**config.mk**
```make
export PLATFORM = sky130hd
export DESIGN_NAME = gmii_rx_fcs_check
export DESIGN_NICKNAME = d
export VERILOG_FILES = /design/src/rtl/eth_pkg.sv /design/src/rtl/crc32_d8.sv /design/src/rtl/gmii_rx_fcs_check.sv
export SDC_FILE = /design/constraint.sdc
export NUM_CORES = 1
export LEC_CHECK = 0
export BUFFER_PORTS_ARGS = -buffer_cell sky130_fd_sc_hd__buf_4
export CAP_MARGIN = 20
export CORE_UTILIZATION = 30
export DETAILED_ROUTE_END_ITERATION = 16
export RECOVER_POWER = 25
export SETUP_SLACK_MARGIN = 0.2
export SYNTH_ARGS = -nofsm -noshare
export SYNTH_HDL_FRONTEND = slang
export SYNTH_SLANG_ARGS = --single-unit
```
**constraint.sdc**
```tcl
create_clock -name e_rxc -period 2.45 [get_ports e_rxc]
set_input_delay 0.3675 -clock e_rxc [delete_from_list [all_inputs] [get_ports e_rxc]]
set_output_delay 0.3675 -clock e_rxc [all_outputs]
set_load 0.01 [all_outputs]
```
**src/rtl/eth_pkg.sv**
```systemverilog
// rtl/eth_pkg.sv - shared Ethernet framing constants and receive FSM encoding
//
// Purpose: constants for preamble/SFD detection and CRC-32 checking, plus the
//          state encoding of the GMII receive framing FSM.
// Ports:   none (package).
package eth_pkg;

    localparam logic [7:0]  ETH_PREAMBLE  = 8'h55;
    localparam logic [7:0]  ETH_SFD       = 8'hD5;
    localparam logic [31:0] CRC32_INIT    = 32'hFFFFFFFF;
    localparam logic [31:0] CRC32_RESIDUE = 32'hC704DD7B;

    typedef enum logic [1:0] {
        ST_IDLE     = 2'd0,
        ST_PREAMBLE = 2'd1,
        ST_DATA     = 2'd2,
        ST_DROP     = 2'd3
    } rx_state_e;

endpackage

```
**src/rtl/crc32_d8.sv**
```systemverilog
// rtl/crc32_d8.sv - combinational CRC-32 next state for one byte, LSB first
//
// Purpose: advances an Ethernet CRC-32 register by one byte. The register is
//          kept in normal (MSB-aligned) bit order while data bits are fed
//          LSB first, so a frame checked through its own FCS leaves the
//          register at 0xC704DD7B.
// Ports:
//   crc_in   in  32  current CRC register
//   data_in  in  8   byte to absorb, bit 0 enters first
//   crc_out  out 32  CRC register after absorbing data_in
module crc32_d8 (
    input  logic [31:0] crc_in,
    input  logic [7:0]  data_in,
    output logic [31:0] crc_out
);

    logic [31:0] crc_work;

    always_comb begin
        crc_work = crc_in;
        for (int i = 0; i < 8; i++) begin
            if (crc_work[31] ^ data_in[i]) begin
                crc_work = {crc_work[30:0], 1'b0} ^ 32'h04C11DB7;
            end else begin
                crc_work = {crc_work[30:0], 1'b0};
            end
        end
        crc_out = crc_work;
    end

endmodule

```
**src/rtl/gmii_rx_fcs_check.sv**
```systemverilog
// rtl/gmii_rx_fcs_check.sv - GMII receive preamble strip, FCS check and removal
//
// Purpose: strips preamble/SFD from the GMII receive stream, checks CRC-32
//          from destination MAC through FCS, drops the FCS via a 5-byte delay
//          line and delivers payload bytes with sof/eof and a good/bad verdict
//          on the last byte. Optional frame statistics with RX_STATS_EN.
// Ports:
//   e_rxc          in  1   GMII receive clock (only clock)
//   reset_n        in  1   asynchronous active-low reset
//   e_rxdv         in  1   GMII receive data valid
//   e_rxer         in  1   GMII receive error
//   e_rxd          in  8   GMII receive data
//   rx_data        out 8   payload byte
//   rx_valid       out 1   rx_data valid
//   rx_sof         out 1   first byte of frame
//   rx_eof         out 1   last payload byte
//   rx_good        out 1   verdict good, only with rx_eof
//   rx_bad         out 1   verdict bad, only with rx_eof
//   frame_ok_cnt   out 16  saturating good-frame count (RX_STATS_EN only)
//   frame_err_cnt  out 16  saturating errored-frame count (RX_STATS_EN only)
module gmii_rx_fcs_check
    import eth_pkg::*;
#(
    parameter int MIN_FRAME = 64,
    parameter int MAX_FRAME = 1518
) (
    input  logic        e_rxc,
    input  logic        reset_n,
    input  logic        e_rxdv,
    input  logic        e_rxer,
    input  logic [7:0]  e_rxd,
    output logic [7:0]  rx_data,
    output logic        rx_valid,
    output logic        rx_sof,
    output logic        rx_eof,
    output logic        rx_good,
    output logic        rx_bad
`ifdef RX_STATS_EN
    ,
    output logic [15:0] frame_ok_cnt,
    output logic [15:0] frame_err_cnt
`endif
);

    localparam logic [10:0] MIN_LEN  = 11'(MIN_FRAME);
    localparam logic [10:0] MAX_LEN  = 11'(MAX_FRAME);
    localparam logic [10:0] FCS_LAG  = 11'd5;
    localparam logic [10:0] CNT_SAT  = 11'h7FF;

    rx_state_e       state_q, state_d;
    logic [31:0]     crc_q, crc_d, crc_next;
    logic [10:0]     cnt_q, cnt_d;
    logic            rxer_seen_q, rxer_seen_d;
    logic [4:0][7:0] dly_q, dly_d;
    logic [7:0]      data_q, data_d;
    logic            valid_q, valid_d;
    logic            sof_q, sof_d;
    logic            eof_q, eof_d;
    logic            good_q, good_d;
    logic            bad_q, bad_d;
    logic            drop_entry;
    logic            runt_end;

    crc32_d8 u_crc (
        .crc_in  (crc_q),
        .data_in (e_rxd),
        .crc_out (crc_next)
    );

    always_comb begin
        state_d     = state_q;
        crc_d       = crc_q;
        cnt_d       = cnt_q;
        rxer_seen_d = rxer_seen_q;
        dly_d       = dly_q;
        data_d      = 8'h00;
        valid_d     = 1'b0;
        sof_d       = 1'b0;
        eof_d       = 1'b0;
        good_d      = 1'b0;
        bad_d       = 1'b0;
        drop_entry  = 1'b0;
        runt_end    = 1'b0;

        case (state_q)
            ST_IDLE: begin
                if (e_rxdv) begin
                    if (e_rxd == ETH_PREAMBLE) begin
                        state_d = ST_PREAMBLE;
                    end else begin
                        state_d    = ST_DROP;
                        drop_entry = 1'b1;
                    end
                end
            end
            ST_PREAMBLE: begin
                if (!e_rxdv) begin
                    state_d = ST_IDLE;
                end else if (e_rxd == ETH_SFD) begin
                    state_d     = ST_DATA;
                    crc_d       = CRC32_INIT;
                    cnt_d       = 11'd0;
                    rxer_seen_d = 1'b0;
                end else if (e_rxd != ETH_PREAMBLE) begin
                    state_d    = ST_DROP;
                    drop_entry = 1'b1;
                end
            end
            ST_DATA: begin
                if (e_rxdv) begin
                    crc_d = crc_next;
                    dly_d = {dly_q[3:0], e_rxd};
                    if (cnt_q != CNT_SAT) begin
                        cnt_d = cnt_q + 11'd1;
                    end
                    if (e_rxer) begin
                        rxer_seen_d = 1'b1;
                    end
                    // The byte leaving the line is 5 behind the one entering,
                    // so the last 4 bytes (FCS) are still inside at end of frame.
                    if (cnt_q >= FCS_LAG) begin
                        data_d  = dly_q[4];
                        valid_d = 1'b1;
                        sof_d   = (cnt_q == FCS_LAG);
                    end
                end else begin
                    state_d = ST_IDLE;
                    if (cnt_q >= FCS_LAG) begin
                        data_d  = dly_q[4];
                        valid_d = 1'b1;
                        sof_d   = (cnt_q == FCS_LAG);
                        eof_d   = 1'b1;
                        good_d  = (crc_q == CRC32_RESIDUE) && (cnt_q >= MIN_LEN) &&
                                  (cnt_q <= MAX_LEN) && !rxer_seen_q;
                        bad_d   = !good_d;
                    end else begin
                        runt_end = 1'b1;
                    end
                end
            end
            ST_DROP: begin
                if (!e_rxdv) begin
                    state_d = ST_IDLE;
                end
            end
            default: state_d = ST_IDLE;
        endcase
    end

    always_ff @(posedge e_rxc or negedge reset_n) begin
        if (!reset_n) begin
            state_q     <= ST_IDLE;
            crc_q       <= CRC32_INIT;
            cnt_q       <= 11'd0;
            rxer_seen_q <= 1'b0;
            dly_q       <= '0;
            data_q      <= 8'h00;
            valid_q     <= 1'b0;
            sof_q       <= 1'b0;
            eof_q       <= 1'b0;
            good_q      <= 1'b0;
            bad_q       <= 1'b0;
        end else begin
            state_q     <= state_d;
            crc_q       <= crc_d;
            cnt_q       <= cnt_d;
            rxer_seen_q <= rxer_seen_d;
            dly_q       <= dly_d;
            data_q      <= data_d;
            valid_q     <= valid_d;
            sof_q       <= sof_d;
            eof_q       <= eof_d;
            good_q      <= good_d;
            bad_q       <= bad_d;
        end
    end

    assign rx_data  = data_q;
    assign rx_valid = valid_q;
    assign rx_sof   = sof_q;
    assign rx_eof   = eof_q;
    assign rx_good  = good_q;
    assign rx_bad   = bad_q;

`ifdef RX_STATS_EN
    logic [15:0] ok_cnt_q, ok_cnt_d;
    logic [15:0] err_cnt_q, err_cnt_d;

    always_comb begin
        ok_cnt_d  = ok_cnt_q;
        err_cnt_d = err_cnt_q;
        if (good_d && ok_cnt_q != 16'hFFFF) begin
            ok_cnt_d = ok_cnt_q + 16'd1;
        end
        if ((bad_d || runt_end || drop_entry) && err_cnt_q != 16'hFFFF) begin
            err_cnt_d = err_cnt_q + 16'd1;
        end
    end

    always_ff @(posedge e_rxc or negedge reset_n) begin
        if (!reset_n) begin
            ok_cnt_q  <= 16'd0;
            err_cnt_q <= 16'd0;
        end else begin
            ok_cnt_q  <= ok_cnt_d;
            err_cnt_q <= err_cnt_d;
        end
    end

    assign frame_ok_cnt  = ok_cnt_q;
    assign frame_err_cnt = err_cnt_q;
`endif

endmodule
```
---- Yosys cells after proc, flatten, opt, wreduce, memory -nomap -nowiden ----
Index checks and enable logic that the tools add are counted.
word-level totals
  flip-flop bits (word level) ............. 99
  bits in latches ......................... 0
  bits in writable memories ............... 0
  ROM bits ................................ 0
  word-level logic and storage cells ...... 108
  memories ................................ 0
operators by class
  $add $sub $neg .......................... 1
  multipliers ............................. 0
  div/mod/pow operators ................... 0
  $lt $le $gt $ge ......................... 3
  equality and inequality tests ........... 17
  shifts and indexed selects .............. 0
  mux-type cells .......................... 43
  bitwise operators ....................... 16
  reduce and logical (&&, ||, !) cells .... 13
operators by type and width
  kind                                                                count
  two-way mux 27 bit                                                  8
  inverter 14 bit                                                     8
  two-way mux 32 bit                                                  3
  one-hot mux 32 bit (2 select lines)                                 1
  two-way mux 11 bit                                                  4
  equality test 32 bit, second input constant                         1
  one-hot mux 11 bit (2 select lines)                                 1
  two-way mux 1 bit                                                   16
  two-way mux 8 bit                                                   2
  inequality test 2 bit, second input constant                        7
  two-way mux 2 bit                                                   6
  adder 11 x 1 -> 11 bit, second input constant                       1
  equality test 11 x 3 -> 1 bit, second input constant                1
  greater-or-equal comparator 11 x 3 -> 1 bit, second input constant  1
  greater-or-equal comparator 11 x 7 -> 1 bit, second input constant  1
  less-or-equal comparator 11 bit, second input constant              1
  inequality test 11 bit, second input constant                       1
  AND reduction 5 bit                                                 2
  equality test 8 x 7 -> 1 bit, second input constant                 1
  equality test 8 bit, second input constant                          1
  inequality test 8 x 7 -> 1 bit, second input constant               1
  bitwise XOR 1 bit                                                   8
  one-hot mux 2 bit (3 select lines)                                  1
  equality test 2 bit, second input constant                          2
  11 further kinds                                                    14

---- Logic depth before layout (Yosys ltp) ----
  word-level depth ........................ 18
  mapped depth ............................ 7
  mapped depth without buffers ............ 6

---- Modules after synthesis ----
Synthesis repeated with hierarchy kept, for this count alone.
second synthesis, totals
  cell total of the unflattened synthesis .. 421
  area, all modules ....................... 5,292.6 µm²
by module, submodules not included
  module             instances  cells each  area each (µm²)  sequential area each (µm²)
  gmii_rx_fcs_check  1          358         4,302.9          2,517.4
  crc32_d8           1          63          989.7            0.0

---- Worst setup path before layout ----
OpenSTA, ideal clock, no wires.
  path kind ............................... reg-to-reg
  start point ............................. register cnt_q[0]
  end point ............................... register cnt_q[7]
  arrival time ............................ 1.800 ns
  data required time ...................... 2.372 ns
  slack ................................... 0.572 ns
  cell stages (with the launch flop) ...... 7
  path buffers ............................ 1
  clock period less this slack ............ 1.878 ns
  cell sequence ........................... dfrtp_1 ha_1 and3_1 and4_1 clkbuf_1 or4_1 a21oi_1
between the ends
  cells in the longest elaborated chain, start to end .. 4
  elaborated cells on any way between the ends .. 7
  classes of those cells .................. add/sub: 1; eq/ne: 2; mux: 3; reduce/logical: 1
ends and longest elaborated chain
  item                                 line                      text
  from (decl)                          gmii_rx_fcs_check.sv:52   logic [10:0] cnt_q, cnt_d;
  from (signal assigned)               gmii_rx_fcs_check.sv:166  cnt_q <= cnt_d;
  adder 11 x 1 -> 11 bit               gmii_rx_fcs_check.sv:114  cnt_d = cnt_q + 11'd1;
  two-way mux 11 bit                   gmii_rx_fcs_check.sv:113  if (cnt_q != CNT_SAT) begin
  two-way mux 11 bit                   gmii_rx_fcs_check.sv:110  if (e_rxdv) begin
  one-hot mux 11 bit (2 select lines)  gmii_rx_fcs_check.sv:85   case (state_q)
Several ways; a longest one is shown, not always the timed one. The select of a mux whose other input is x is not followed.
A chain may end at the register's enable or synchronous reset.

---- Worst setup path in the final report ----
  start point ............................. register crc_q[26]
  end point ............................... register good_q, in the netlist rx_good
between the ends
  cells in the longest elaborated chain, start to end .. 7
ends and longest elaborated chain
  item                             line                      text
  from (decl)                      gmii_rx_fcs_check.sv:51   logic [31:0] crc_q, crc_d, crc_next;
  from (signal assigned)           gmii_rx_fcs_check.sv:165  crc_q <= crc_d;
  equality test 32 bit             gmii_rx_fcs_check.sv:133  good_d = (crc_q == CRC32_RESIDUE) && (cnt_q >= MIN_LEN) &&
  logical AND 1 bit (2 in series)  gmii_rx_fcs_check.sv:133
  logical AND 1 bit                gmii_rx_fcs_check.sv:134  (cnt_q <= MAX_LEN) && !rxer_seen_q;
  two-way mux 1 bit                gmii_rx_fcs_check.sv:128  if (cnt_q >= FCS_LAG) begin
  two-way mux 1 bit                gmii_rx_fcs_check.sv:110
  two-way mux 1 bit                gmii_rx_fcs_check.sv:85
  net good_d                       gmii_rx_fcs_check.sv:59   logic good_q, good_d;
  to (signal assigned)             gmii_rx_fcs_check.sv:173  good_q <= good_d;
  to (decl)                        gmii_rx_fcs_check.sv:59
The timed path passes the listed nets, and every way through them passes these cells.

==> run metrics <==
final instance area=0.00586 mm2; min-delay src=e_rxd[1]; Final Slew Violations=0; die area=0.0175 mm2; Layout Skew=11.7 ps; number of antenna violations at the first check in global routing=0; htree depth=3; crit path kind=reg -> reg; worst-margin pin slew=1250 ps; Initial DRT Pass Iterations=4; Routed Antenna Nets=0; Site Rows=47; gr ovfl total=0; crit path max-delay cell type=nor4b_1; largest net degree at the start of global routing=49; Main synth FF type=dfrtp_1; average wire per standard cell=15.7 um; drt drc=0; IO Count=25; CTS tree=built; fin crit share=0.891; worst flop-to-flop path endpoint=rx_good; hold_buf cts=0; core area=0.0166 mm2; placed inst area=0.00560 mm2; xor and xnor area share after synthesis=0.197; top cell type's share of synthesized area=0.329; largest family of logic cells by synthesized area=XOR/XNOR gates; Hold Path Cell Cnt=3; Yosys top cell by area=dfrtp_1; Max Buffers Root-to-Sink=2; CTS Buf Count=9; Final Core Density=0.353; Cell variety after synth=52; Seq cells post-synth=99; worst-path fanout max=3; sequential area share after synthesis=0.494; register-to-register setup slack=270 ps; Clock Latency Late Sink=360 ps; pwr dens=1380 mW/mm2; worst reg2reg path depth=5; Final Hold Vio Count=0; DR vias/cell=4.77; post-synthesis mux area share=0; syn nets=459; reg2reg start=crc_q[26]; fmax=458 MHz; crit-path cells=nor4b_1 > o211ai_1 > a2111oi_0 > buf_4 > and2_1; vias=3342; TritonCTS Sinks=99; DRT Wirelength=11000 um; post-synthesis compound-gate area fraction=0.103; number of global-route vias before repair=3385; 1st-iter DRT viols=232; Power Total=8.08 mW; hold_ws=263 ps; LEAKAGE=2.75 nW; crit path buf inv count=1; peak supply drop=0.000960 V; Final min period=2180 ps; syn_area_per_cell=11.5 um2; CP Launch Type=register; Post-layout nets=490; gpl congestion=0.810; worst-case hold path end point=dly_q[1]; crit path DAT=2480 ps; Initial Util=0.307; status=finished clean; Post-CTS Setup Inserts=0; CTS root buf=clkbuf_16; RSZ-0062 raised after global routing=no; Hold WC Path Type=in -> reg; commonest non-fill, non-tap cell in the layout=nand2_1; Synth async-reset ratio=1.00; Critical Path RT=2750 ps; Die Wd=132 um; area share of fa/ha/maj cells after synthesis=0.00737; crit-path max cell delay=630 ps; Total GRT Usage=0.135; die height=132 um; Simple-Gate Fraction of Synth Area=0.178; diodes inserted=0; Max Cap Violations=0; Yosys warning count=0; share of cells above drive strength 1=0.227; slew margin rel.=0.164; delay-heaviest family, CP=simple AND/OR/NAND/NOR gates; port bufs=24; Area Overhead vs Synth=15.1%; setup violators final=0; Reg clk slew, reported paths=70 ps; placed wire-length estimate=7740 um; CTS resizes=0; EDFF count, synth=0; critical path capture point type=register; Area contributors post-synth=dfrtp_1 (33%), dfstp_2 (17%), nand2_1 (9.4%); setup TNS=0 ps; global-route wire length before repair=18500 um; commonest non-fill, non-tap cells in the layout=nand2_1 (127), dfrtp_1 (67), buf_4 (37); Synth Instances=444; Netlist Area Pre-Place=0.00509 mm2
routing by layer:
metal,vias to the layer above,share of wire,track usage,wire (um)
li1,1609,-,-,-
met1,1669,0.49,0.189,5420
met2,56,0.45,0.209,5000
met3,8,0.042,0.0338,463
met4,0,0.0096,0.0345,106
met5,-,0,0,0
cell type report:
| class | count | area (um2) |
|---|---|---|
| sequential | 99 | 2520 |
| inverter | 5 | 18.8 |
| fill | 1679 | 10700 |
| timing repair buffer | 39 | 288 |
| clock buffer | 9 | 225 |
| tap | 220 | 275 |
| multi-input combinational | 321 | 2480 |
| clock inverter | 7 | 56.3 |
where the power goes:
part           leakage, nW  switching [mW]  internal [mW]
logic                 1.39            1.60           2.38
clock network        0.142           0.652          0.705
registers             1.22           0.455           2.29
worst min-delay path, stage by stage:
cell and delay [ps]:
buf_4 120, nand2_1 50, nand2_1 50
kinds of logic after synthesis:
group | after synthesis
AO/OA/AOI/OAI | 68
XOR/XNOR | 61
adder cells (fa/ha/maj) | 3
buffers and inverters | 24
flip-flops | 99
AND/OR/NAND/NOR | 189
per-stage QoR:
stage	setup slack (ps)	cells
6_report	268	700
5_1_grt	209	700
4_1_cts	326	700
3_5_place_dp	333	684
3_3_place_gp	236	684
2_1_floorplan	572	444
sequential cells by signal, indices dropped and copies added (netlist names), 2 cells and up:
signal	cells
cnt_q	11
crc_q	32
dly_q	40
rx_data	8
state_q	2
synth_stat cells, drive strengths merged (3+ instances only):
cell,number
clkbuf,12
dfrtp,67
xnor3,20
nand4,6
o21ai,6
xor2,6
a2bb2oi,16
xnor2,35
ha,3
o31ai,7
a31oi,4
nand3,4
a21oi,8
and4,3
or4,8
dfstp,32
nor3,3
inv,5
nand2,127
o22a,12
buf,7
nor2,8
nor4bb,3
and2,13
worst max-delay path by stage:
stage / startpoint / endpoint / cells after the start
floorplan: cnt_q[0] / cnt_q[7] / 6
global placement: crc_q[26] / rx_good / 5
detailed placement: crc_q[26] / rx_good / 5
CTS: crc_q[26] / rx_good / 5
global route: crc_q[26] / rx_good / 5
finish: crc_q[26] / rx_good / 5
Power figures use the tool's default switching activity.
